<file path="config.mk">
export PLATFORM = sky130hd
export DESIGN_NAME = display_arbiter
export DESIGN_NICKNAME = d
export VERILOG_FILES = /design/src/rtl/display_arbiter.sv
export SDC_FILE = /design/constraint.sdc
export NUM_CORES = 1
export LEC_CHECK = 0
export ABC_AREA = 1
export CORE_MARGIN = 2
export CORE_UTILIZATION = 56
export DETAILED_ROUTE_END_ITERATION = 7
export PLACE_DENSITY = 0.86
export SETUP_SLACK_MARGIN = 0.2
export SLEW_MARGIN = 0
export SYNTH_ARGS = -nofsm -noshare
export SYNTH_HDL_FRONTEND = slang
export SYNTH_SLANG_ARGS = --single-unit
</file>
<file path="constraint.sdc">
create_clock -name clock -period 4.5 [get_ports clock]
set_clock_uncertainty 0.15 [all_clocks]
set_input_delay 0.9 -clock clock [delete_from_list [all_inputs] [get_ports clock]]
set_output_delay 0.9 -clock clock [all_outputs]
set_load 0.01 [all_outputs]
</file>
<file path="src/rtl/display_arbiter.sv">
// Two-requester display arbiter: time-sliced ownership of a 4-digit hex display
// with round-robin tie-break, early release and direct owner-to-owner handover.
module display_arbiter #(
    parameter int unsigned DWELL = 50000000
) (
    input  logic        clock,
    input  logic        reset_n,
    input  logic [1:0]  req,
    input  logic [15:0] data0,
    input  logic [15:0] data1,
    output logic [1:0]  grant,
    output logic [15:0] disp_word,
    output logic        disp_valid
);

    typedef enum logic [1:0] {IDLE, OWN0, OWN1} state_e;

    localparam logic [25:0] RELOAD = 26'(DWELL - 1);

    state_e      state_q, state_d;
    logic        ptr_q, ptr_d;
    logic [25:0] cnt_q, cnt_d;
    logic [1:0]  grant_q;
    logic [15:0] word_q;
    logic        valid_q;

    logic   owner;
    logic   own_req, oth_req;
    state_e oth_state;

    assign owner     = (state_q == OWN1);
    assign own_req   = req[owner];
    assign oth_req   = req[~owner];
    assign oth_state = owner ? OWN0 : OWN1;

    always_comb begin
        state_d = state_q;
        ptr_d   = ptr_q;
        cnt_d   = (cnt_q == 26'd0) ? 26'd0 : cnt_q - 26'd1;
        case (state_q)
            IDLE: begin
                if (req != 2'b00) begin
                    cnt_d = RELOAD;
                    if (req == 2'b11) state_d = ptr_q ? OWN1 : OWN0;
                    else              state_d = req[1] ? OWN1 : OWN0;
                end
            end
            OWN0, OWN1: begin
                // Expiry takes precedence over early release in the same cycle.
                if (cnt_q == 26'd0) begin
                    if (oth_req) begin
                        state_d = oth_state;
                        ptr_d   = ~owner;
                        cnt_d   = RELOAD;
                    end else if (own_req) begin
                        cnt_d   = RELOAD;
                    end else begin
                        state_d = IDLE;
                        ptr_d   = ~owner;
                    end
                end else if (!own_req) begin
                    ptr_d   = ~owner;
                    state_d = oth_req ? oth_state : IDLE;
                    if (oth_req) cnt_d = RELOAD;
                end
            end
            default: state_d = IDLE;
        endcase
    end

    always_ff @(posedge clock or negedge reset_n) begin
        if (!reset_n) begin
            state_q <= IDLE;
            ptr_q   <= 1'b0;
            cnt_q   <= 26'd0;
            grant_q <= 2'b00;
            word_q  <= 16'h0000;
            valid_q <= 1'b0;
        end else begin
            state_q <= state_d;
            ptr_q   <= ptr_d;
            cnt_q   <= cnt_d;
            grant_q <= {state_d == OWN1, state_d == OWN0};
            valid_q <= (state_d != IDLE);
            // Word follows the current owner's data one cycle behind; holds in IDLE.
            if (state_q == OWN0)      word_q <= data0;
            else if (state_q == OWN1) word_q <= data1;
        end
    end

    assign grant      = grant_q;
    assign disp_word  = word_q;
    assign disp_valid = valid_q;

endmodule

</file>
==> flow_summary_export.csv, run 1 <==
group,metric,value,unit
sta,final_max_slew_viol_count,0,
detailed_routing,vias,2474,
detailed_routing,drc,0,
sta,rsz0062_at_grt,"no",
grt,grt_pass1_wl,10210,um
power,internal-power,1.213,mW
sta,max_freq,0.4240,GHz
power,powerDensity,615.6,nW/um^2
grt,gr-usage-all-layers,0.2379,
status,status,"complete, no violations",
synthesis,yosys_warnings,0,
setup_path,rr_startpoint,"state_q[0]",
setup_path,cp_max_fo,6,
power,power_frac_clock,0.146,
setup_path,slowest_delay,0.57,ns
cts,hold_buffers,0,
synthesis,syn_inst,358,
cts,cts_max_level,2,
cts,clk_latency,0.30,ns
power,power.leakage,1.610,nW
synthesis,syn-num-nets,399,
detailed_routing,drt-total-wl,5956,um
place,port_buffers,54,
cts,clkTransAtPathRegs,0.09,ns
synthesis,yosysSeqAreaShare,0.4344,
detailed_routing,viasPerCell,5.165,
synthesis,ys_seq_elements,48,
setup_path,rrSetupSlack,2.15,ns
floorplan,io-pin-count,55,
floorplan,dieArea,5516,sq um
sta,setup_viol,0,
synthesis,synth_edf_count,0,
cts,cts_tree,"yes",
setup_path,regToRegEndpoint,"ptr_q",
synthesis,netlist_area,2765,sq um
floorplan,die_w,74.27,um
power,seq_power_share,0.343,
synthesis,avgSynthCellArea,7.724,sq um
synthesis,synth_top_area_share,0.4344,
power,pwr-share-comb,0.511,
flow_run,cap_violations,0,
setup_path,start_kind,"input port",
floorplan,row_count,25,
finish,area_delta_synth_final,24.07,%
setup_path,cp_data_arrival_time,2.45,ns
setup_path,reg2reg_depth,6,
setup_path,crit_chain,"clkdlybuf4s50_1, inv_1, nand2_1, o21ai_0, nand2_1, nand2_1, nand3_1, nand3_1, nand2_1, nand2_1, nor2_1",
detailed_routing,wl_per_cell,12.43,um
power,swShare,0.4258,
min_path,hold_path.class,"flop to flop",
detailed_routing,dr.pass1.iters,4,
finish,n_fill_cell,379,
place,dp.final_hpwl,4240,um
finish,fin_nets,452,
setup_path,cp_slowest_cell,"clkdlybuf4s50_1",
sta,fin_crit_sh,0.5241,
setup_path,crit_top_cell,"nand2_1",
setup_path,worstPathBufferInverterCount,2,
sta,worst_pin_slew,1.053,ns
setup_path,worstSetupPathType,"input port to flop",
sta,hold_viol,0,
cts,cts_setup_buffers,0,
synthesis,ys_top_cells_by_area,"dfrtp_1 43%, nand2_1 12%, o21ai_0 7.6%",
cts,clock_path_buffers,2,
sta,fin_ws,2.141,ns
cts,cts.repair.resized,0,
floorplan,start_util,0.5816,
synthesis,synthFlopType,"dfrtp_1",
floorplan,die_h,74.27,um
setup_path,critPathCaptureType,"flop",
setup_path,crit_family,"simple AND/OR/NAND/NOR gates",
sta,tns,0,ns
setup_path,cp.required,4.59,ns
finish,drive_gt1_frac,0.09709,
power,p_sw,0.8994,mW
cts,cts.sinks,48,
detailed_routing,dr.first_iter.drc_count,135,
place,globalplace.congestion,0.8883,
min_path,min_to,"disp_word[12]",
grt,antenna_found_initial,0,
synthesis,async_reset_ff_frac,1.000,
cts,cts_buffers,5,
place,post-place-ws,1.896,ns
grt,grt_overflow,0,
power,ir_drop,0.3823,mV
synthesis,synthTopCellsByCount,"88 x nand2_1, 48 x dfrtp_1, 44 x nor2_1, 42 x o21ai_0, 37 x inv_1",
synthesis,synth_area_leader_cell,"dfrtp_1",
finish,insertedDiodeCount,0,
min_path,hp-start,"disp_word[12]",
synthesis,ys_types,34,
floorplan,core_area,4755,sq um
grt,grt_max_degree,49,
detailed_routing,postRouteAntennaNets,0,
grt,first_global_vias,2434,
sta,hold_ws,0.3395,ns
sta,period_needed,2.359,ns
cts,ctsRootBufferMaster,"clkbuf_8",
synthesis,yosysMostFrequentCell,"nand2_1",
min_path,hold_depth,2,
sta,relSlewSlack,0.2981,
==> worst reg2reg max path, stage by stage, from the launching register on <==
cell      delay (ns)
dfrtp_1         0.47
inv_1           0.10
ha_1            0.66
clkinv_1        0.56
nor2_1          0.23
nand2_1         0.06
nand2_1         0.05
==> placed cells by master (no fill, tap or decap), types with 5 or more instances in the layout <==
cell              n
nand3_1          25
dfrtp_1          48
clkbuf_8          5
xor2_1            5
nor3_1            7
o21ai_0          42
inv_1            37
nand2_1          88
a21oi_1           5
nand2_2           9
clkdlybuf4s50_1  53
nor2_1           44
ha_1              5
==> per-layer routing <==
layer  GRT usage  part of all wire  vias to the layer above
li1            -                 -                     1246
met1      0.2829              0.44                     1120
met2      0.3958              0.47                      102
met3     0.09350             0.089                        6
met4     0.08135            0.0067                        0
met5           0                 0                        -
==> metrics by stage <==
stage,power [mW],area (sq um),std cells,util
2_1_floorplan,1.487,2765,358,-
3_3_place_gp,1.766,3323,471,0.6989
3_5_place_dp,1.804,3323,471,0.6989
4_1_cts,2.123,3431,479,0.7216
5_1_grt,2.298,3431,479,0.7216
6_report,2.112,3431,479,0.7216
==> registers in the layout, summed over array words and instances, names as in the netlist <==
| register | flops |
|---|---|
| cnt_q | 26 |
| disp_word | 16 |
| grant | 2 |
| state_q | 2 |
| disp_valid | 1 |
| ptr_q | 1 |
==> worst max path at each step <==
stage	slack (ns)	from	cells past startpoint	end
finish	2.14	req[0]	11	grant[1]
global route	1.92	state_q[0]	5	disp_word[1]
CTS	2.16	state_q[0]	6	ptr_q
detailed placement	1.90	req[0]	8	cnt_q[5]
global placement	1.97	req[0]	8	cnt_q[13]
floorplan	2.55	cnt_q[0]	12	cnt_q[21]
==> layout make-up <==
| class | instances | area (sq um) | area share |
|---|---|---|---|
| multi-input cells | 262 | 1353 | 0.3942 |
| clock buffers | 6 | 72.57 | 0.02115 |
| inverters | 40 | 150.1 | 0.04376 |
| flip-flops and latches | 48 | 1201 | 0.3501 |
| clock inverters | 2 | 35.03 | 0.01021 |
| repair buffers | 54 | 535.5 | 0.1561 |
| well taps | 67 | 83.83 | 0.02443 |
==> power by group through the flow <==
stage          combinational (mW)  sequential [mW]  clock (mW)
5_1_grt                      1.22            0.744       0.331
3_3_place_gp                 1.04            0.722           0
3_5_place_dp                 1.07            0.732           0
2_1_floorplan               0.733            0.753           0
6_report                     1.08            0.725       0.308
4_1_cts                      1.08            0.724       0.317
==> logic make-up (layout without fill, tap and decap cells) <==
| group | Yosys count | in the layout | synth area share |
|---|---|---|---|
| adders and majority gates | 5 | 5 | 0.02262 |
| xor gates and xnor gates | 8 | 8 | 0.02534 |
| DFF | 48 | 48 | 0.4344 |
| and+or+nand+nor | 196 | 196 | 0.3412 |
| buffers and inverters | 48 | 102 | 0.07647 |
| AOI/OAI and AO/OA | 53 | 53 | 0.1000 |
(Power assumes the default switching activity.)
==> run 2, diff against run 1 <==
Settings changed: CORE_UTILIZATION 56 to 47, PLACE_DENSITY 0.86 to 0.77.
Clock period 4.5 ns to 2 ns, I/O delays scaled along.
==> flow_summary_export.csv, run 2 (synthesized netlist as in run 1, its figures left out) <==
group,metric,value,unit
sta,worst_pin_slew,0.4952,ns
finish,fin_nets,475,
status,status,"complete, no violations",
power,power_frac_clock,0.147,
sta,setup_viol,0,
detailed_routing,drc,0,
grt,grt_pass1_wl,10210,um
setup_path,cp.required,2.04,ns
place,port_buffers,54,
min_path,hold_path.class,"flop to flop",
finish,largest_reg_flops,26,
power,p_sw,2.260,mW
power,powerDensity,1428,nW/um^2
power,seq_power_share,0.299,
sta,period_needed,1.885,ns
cts,clkTransAtPathRegs,0.09,ns
detailed_routing,dr.pass1.iters,4,
finish,regMostFlops,"cnt_q",
cts,ctsRootBufferMaster,"clkbuf_8",
sta,max_freq,0.5305,GHz
power,power.leakage,1.886,nW
detailed_routing,viasPerCell,5.136,
finish,final_cells,506,
finish,layout_common_cells,"76 x nand2_1, 46 x dfrtp_1, 45 x clkdlybuf4s50_1",
power,ir_drop,0.7518,mV
place,placed_cells,484,
sta,relSlewSlack,0.6698,
detailed_routing,wl_per_cell,13.03,um
floorplan,die_h,80.70,um
setup_path,cp_data_arrival_time,1.93,ns
floorplan,dieArea,6512,sq um
sta,fin_ws,0.1151,ns
sta,hold_viol,0,
setup_path,cp_max_fo,3,
finish,insertedDiodeCount,0,
finish,fin_util,0.6881,
grt,grt_overflow,0,
flow_run,cap_violations,0,
detailed_routing,vias,2599,
sta,rsz0062_at_grt,"yes",
power,internal-power,3.250,mW
grt,antenna_found_initial,0,
setup_path,worstSetupPathType,"flop to flop",
cts,cts_buffers,5,
finish,area_delta_synth_final,39.55,%
floorplan,start_util,0.4931,
place,dp.final_hpwl,4532,um
place,post-place-ws,0.01312,ns
cts,cts_tree,"yes",
floorplan,io-pin-count,55,
sta,final_max_slew_viol_count,0,
detailed_routing,dr.first_iter.drc_count,165,
floorplan,die_w,80.70,um
setup_path,start_kind,"flop",
power,pwr-share-comb,0.554,
floorplan,row_count,27,
grt,first_global_vias,2407,
cts,clk_latency,0.30,ns
power,swShare,0.4101,
sta,fin_crit_sh,0.9425,
setup_path,critPathCaptureType,"flop",
detailed_routing,postRouteAntennaNets,0,
finish,drive_gt1_frac,0.2074,
place,globalplace.congestion,0.9288,
detailed_routing,drt-total-wl,6594,um
cts,cts.sinks,48,
grt,gr-usage-all-layers,0.2015,
cts,clock_path_buffers,2,
finish,layout_commonest_cell,"nand2_1",
grt,grt_max_degree,31,
cts,cts_max_level,2,
floorplan,core_area,5608,sq um
## run 2: changes by cell type in the layout (fill, tap and decap cells not counted), moves of 3 or more
cell / previous run / this run
nand2_1: 88 / 76
ha_1: 5 / 2
nor2_1: 44 / 39
nor2_2: 4 / 8
inv_2: 2 / 5
nand2_4: 0 / 6
clkdlybuf4s50_1: 53 / 45
ha_4: 0 / 3
buf_4: 0 / 17
dlymetal6s2s_1: 0 / 8
inv_1: 37 / 33
nand2_2: 9 / 15
## run 2: path summary, 6_finish.rpt
path,startpoint,cells past startpoint,slack (ns),end
max,cnt_q[7],9,0.12,cnt_q[23]
min,disp_word[14],2,0.33,disp_word[14]
max reg2reg,cnt_q[7],9,0.12,cnt_q[23]
min reg2reg,disp_word[14],2,0.33,disp_word[14]
max in group asynchronous,reset_n,3,0.73,cnt_q[20]
min in group asynchronous,reset_n,2,0.44,cnt_q[4]
## run 2: power by group through the flow
stage,Clock (mW),Combinational [mW],Sequential [mW]
finish,0.810,3.05,1.65
global route,0.875,3.39,1.69
CTS,0.835,2.69,1.65
detailed placement,0,2.59,1.65
global placement,0,2.53,1.63
floorplan,0,1.68,1.70
## run 2: metal layers
metal / vias to the layer above / GRT usage / wire length [um]
met2: 86 / 0.3408 / 3050
li1: 1295 / - / -
met4: 0 / 0.05085 / 112
met3: 10 / 0.06966 / 465
met1: 1208 / 0.2466 / 2965
met5: - / 0 / 0
## run 2: layout make-up
| type | count | area [sq um] |
|---|---|---|
| inverter | 40 | 153.9 |
| clock buffer | 5 | 68.82 |
| clock inverter | 2 | 60.06 |
| tap | 72 | 90.09 |
| multi-input combinational | 262 | 1484 |
| fill | 469 | 1749 |
| sequential | 48 | 1204 |
| timing repair buffer | 77 | 798.3 |
## run 2: critical path, stage by stage, from the launching register on
cell     delay (ns)
dfrtp_1        0.44
nor2_1         0.23
nand3_1        0.16
nor2_2         0.17
nand2_1        0.12
nor2_4         0.15
buf_4          0.13
nand4_1        0.07
nand3_1        0.10
nand2_2        0.05
## run 2: through the flow
stage | area [sq um] | TNS, ns | total power, mW | hold slack (ns)
floorplan | 2783 | 0 | 3.378 | -0.04559
global placement | 3432 | 0 | 4.161 | 0.2299
detailed placement | 3432 | 0 | 4.242 | 0.2355
CTS | 3670 | 0 | 5.172 | 0.3440
global route | 3859 | -0.03686 | 5.954 | 0.3698
finish | 3859 | 0 | 5.510 | 0.3324
## run 2: repair_timing
| action | CTS | global route |
|---|---|---|
| pin swaps | 1 | 2 |
| resized for setup | 14 | 30 |
| setup buffers | 6 | 6 |
| gates cloned | 0 | 2 |
| setup endpoints to repair | 47 | 56 |
| endpoints found under the hold margin | 18 | 0 |
| hold buffers | 1 | 0 |
==> run 3, diff against run 2 <==
Settings changed: ABC_CLOCK_PERIOD_IN_PS set to 2000, CORE_UTILIZATION 47 to 57, DONT_BUFFER_PORTS set to 1, PLACE_DENSITY 0.77 to 0.75.
==> flow_summary_export.csv, run 3 (synthesized netlist as in run 1, its figures left out) <==
group,metric,value,unit
status,status,"complete, no violations",
power,ir_drop,1.031,mV
finish,seqCellArea,1204,sq um
place,dp.final_hpwl,3889,um
finish,fin_nets,420,
sta,fin_crit_sh,0.9641,
place,post-place-ws,0.002310,ns
floorplan,dieArea,5424,sq um
sta,rsz0062_at_grt,"yes",
setup_path,worst-path-stages,12,
sta,final_max_slew_viol_count,0,
grt,first_global_vias,2300,
detailed_routing,viasPerCell,5.644,
grt,gr-usage-all-layers,0.2335,
finish,layout_common_cells,"66 x nand2_1, 46 x dfrtp_1, 39 x o21ai_0",
cts,clock_path_buffers,2,
min_path,hold_depth,2,
setup_path,crit_top_cell,"nand2_4",
finish,regMostFlops,"cnt_q",
grt,grt_overflow,0,
finish,final_area,3322,sq um
floorplan,start_util,0.5893,
cts,clk_latency,0.30,ns
finish,multi_input_area,1614,sq um
cts,ctsRootBufferMaster,"clkbuf_8",
grt,grt_pass1_wl,9839,um
power,power.leakage,1.576,nW
setup_path,startpoint,"cnt_q[0]",
finish,drive_gt1_frac,0.2665,
place,placed_cells,410,
floorplan,row_count,25,
sta,worst_pin_slew,0.7725,ns
floorplan,core_area,4692,sq um
setup_path,crit_chain,"inv_2, ha_4, nand2_4, nor2_8, nand3_4, nor2_8, nand4_4, nand2_2, nand2_4, nand2_8, nand2_4, nand2_1",
detailed_routing,drt-total-wl,6337,um
sta,period_needed,1.928,ns
floorplan,die_w,73.65,um
setup_path,cp_data_arrival_time,2.02,ns
place,place_area,2834,sq um
min_path,hp-start,"data0[9]",
setup_path,reg2reg_depth,12,
grt,antenna_found_initial,0,
power,powerDensity,1552,nW/um^2
finish,area_delta_synth_final,20.14,%
min_path,hold_path.class,"input port to flop",
sta,max_freq,0.5186,GHz
sta,fin_ws,0.07176,ns
place,globalplace.congestion,0.8632,
setup_path,worstPathBufferInverterCount,1,
finish,layout_commonest_cell,"nand2_1",
grt,grt_max_degree,49,
sta,hold_viol,0,
setup_path,worstSetupPathType,"flop to flop",
setup_path,critPathCaptureType,"flop",
sta,setup_viol,0,
floorplan,die_h,73.65,um
setup_path,cp.required,2.09,ns
cts,cts.sinks,48,
setup_path,cp_slowest_cell,"dfrtp_1",
finish,insertedDiodeCount,0,
detailed_routing,vias,2444,
floorplan,io-pin-count,55,
detailed_routing,postRouteAntennaNets,0,
finish,n_fill_cell,348,
setup_path,cp_max_fo,5,
cts,cts_max_level,2,
setup_path,start_kind,"flop",
setup_path,slowest_delay,0.38,ns
flow_run,cap_violations,0,
cts,cts_tree,"yes",
finish,largest_reg_flops,26,
setup_path,crit_family,"simple AND/OR/NAND/NOR gates",
cts,clkTransAtPathRegs,0.09,ns
setup_path,rr_startpoint,"cnt_q[0]",
detailed_routing,drc,0,
sta,relSlewSlack,0.4844,
detailed_routing,dr.first_iter.drc_count,96,
place,port_buffers,0,
detailed_routing,wl_per_cell,14.64,um
detailed_routing,dr.pass1.iters,4,
finish,final_cells,433,
cts,cts_buffers,5,
==> run 3: changes by cell type in the layout (fill, tap and decap cells not counted), moves of 3 or more <==
cell and delta:
clkdlybuf4s50_1 -45, nand2_2 +11, nand2_1 -10, dlymetal6s2s_1 -8
nand2_8 +5, nand2_4 -3
==> run 3: what timing repair did <==
item,4_1_cts,5_1_grt
gates cloned,2,2
resized for setup,13,45
buffers inserted,5,5
pin swaps,4,5
hold buffers,2,0
endpoints found under the setup margin,29,32
hold endpoints to repair,48,0
==> run 3: final timing paths <==
kind / endpoint / slack (ns)
worst max register to register: cnt_q[25] / 0.07
max in group asynchronous: state_q[1] / 1.02
worst min register to register: ptr_q / 0.37
min in group asynchronous: cnt_q[4] / 0.44
worst min-delay path: disp_word[9] / 0.13
worst max-delay path: cnt_q[25] / 0.07
==> run 3: where the power goes <==
group | switching [mW] | leakage (nW) | total (mW) | internal (mW)
clock network | 0.324 | 0.0642 | 0.816 | 0.492
registers | 0.394 | 0.568 | 1.77 | 1.37
logic | 1.62 | 0.944 | 2.57 | 0.952
total | 2.34 | 1.58 | 5.16 | 2.82
==> run 3: cell type report <==
type / count / share of cell area
clock buffer: 5 / 0.02072
clock inverter: 2 / 0.01808
inverter: 40 / 0.04520
multi-input combinational: 266 / 0.4859
sequential: 48 / 0.3623
tap: 54 / 0.02034
timing repair buffer: 18 / 0.04746
==> run 3: per-layer routing <==
layer  vias to the layer above  global-route usage  share of wire
met4                         0             0.06667          0.020
met3                        10             0.05350          0.067
li1                       1188                   -              -
met1                      1148              0.2850           0.40
met2                        98              0.4107           0.51
met5                         -                   0              0
==> run 3: per-stage QoR <==
step	power [mW]	hold slack [ns]	TNS, ns	util
after detailed placement	3.707	-0.04418	0	0.6040
final	5.155	0.1326	0	0.7080
after global routing	5.588	0.1481	-0.07970	0.7080
after CTS	4.721	0.1312	0	0.6589
after floorplan	3.378	-0.04559	0	-
after global placement	3.641	-0.04427	0	0.6040
==> run 3: worst register-to-register path: cells and delay by family, from the launching register on <==
| kind | cells | cell delay, ns |
|---|---|---|
| DFF | 1 | 0.38 |
| and+or+nand+nor | 10 | 1.12 |
| adders and majority gates | 1 | 0.14 |
| buffers and inverters | 1 | 0.08 |
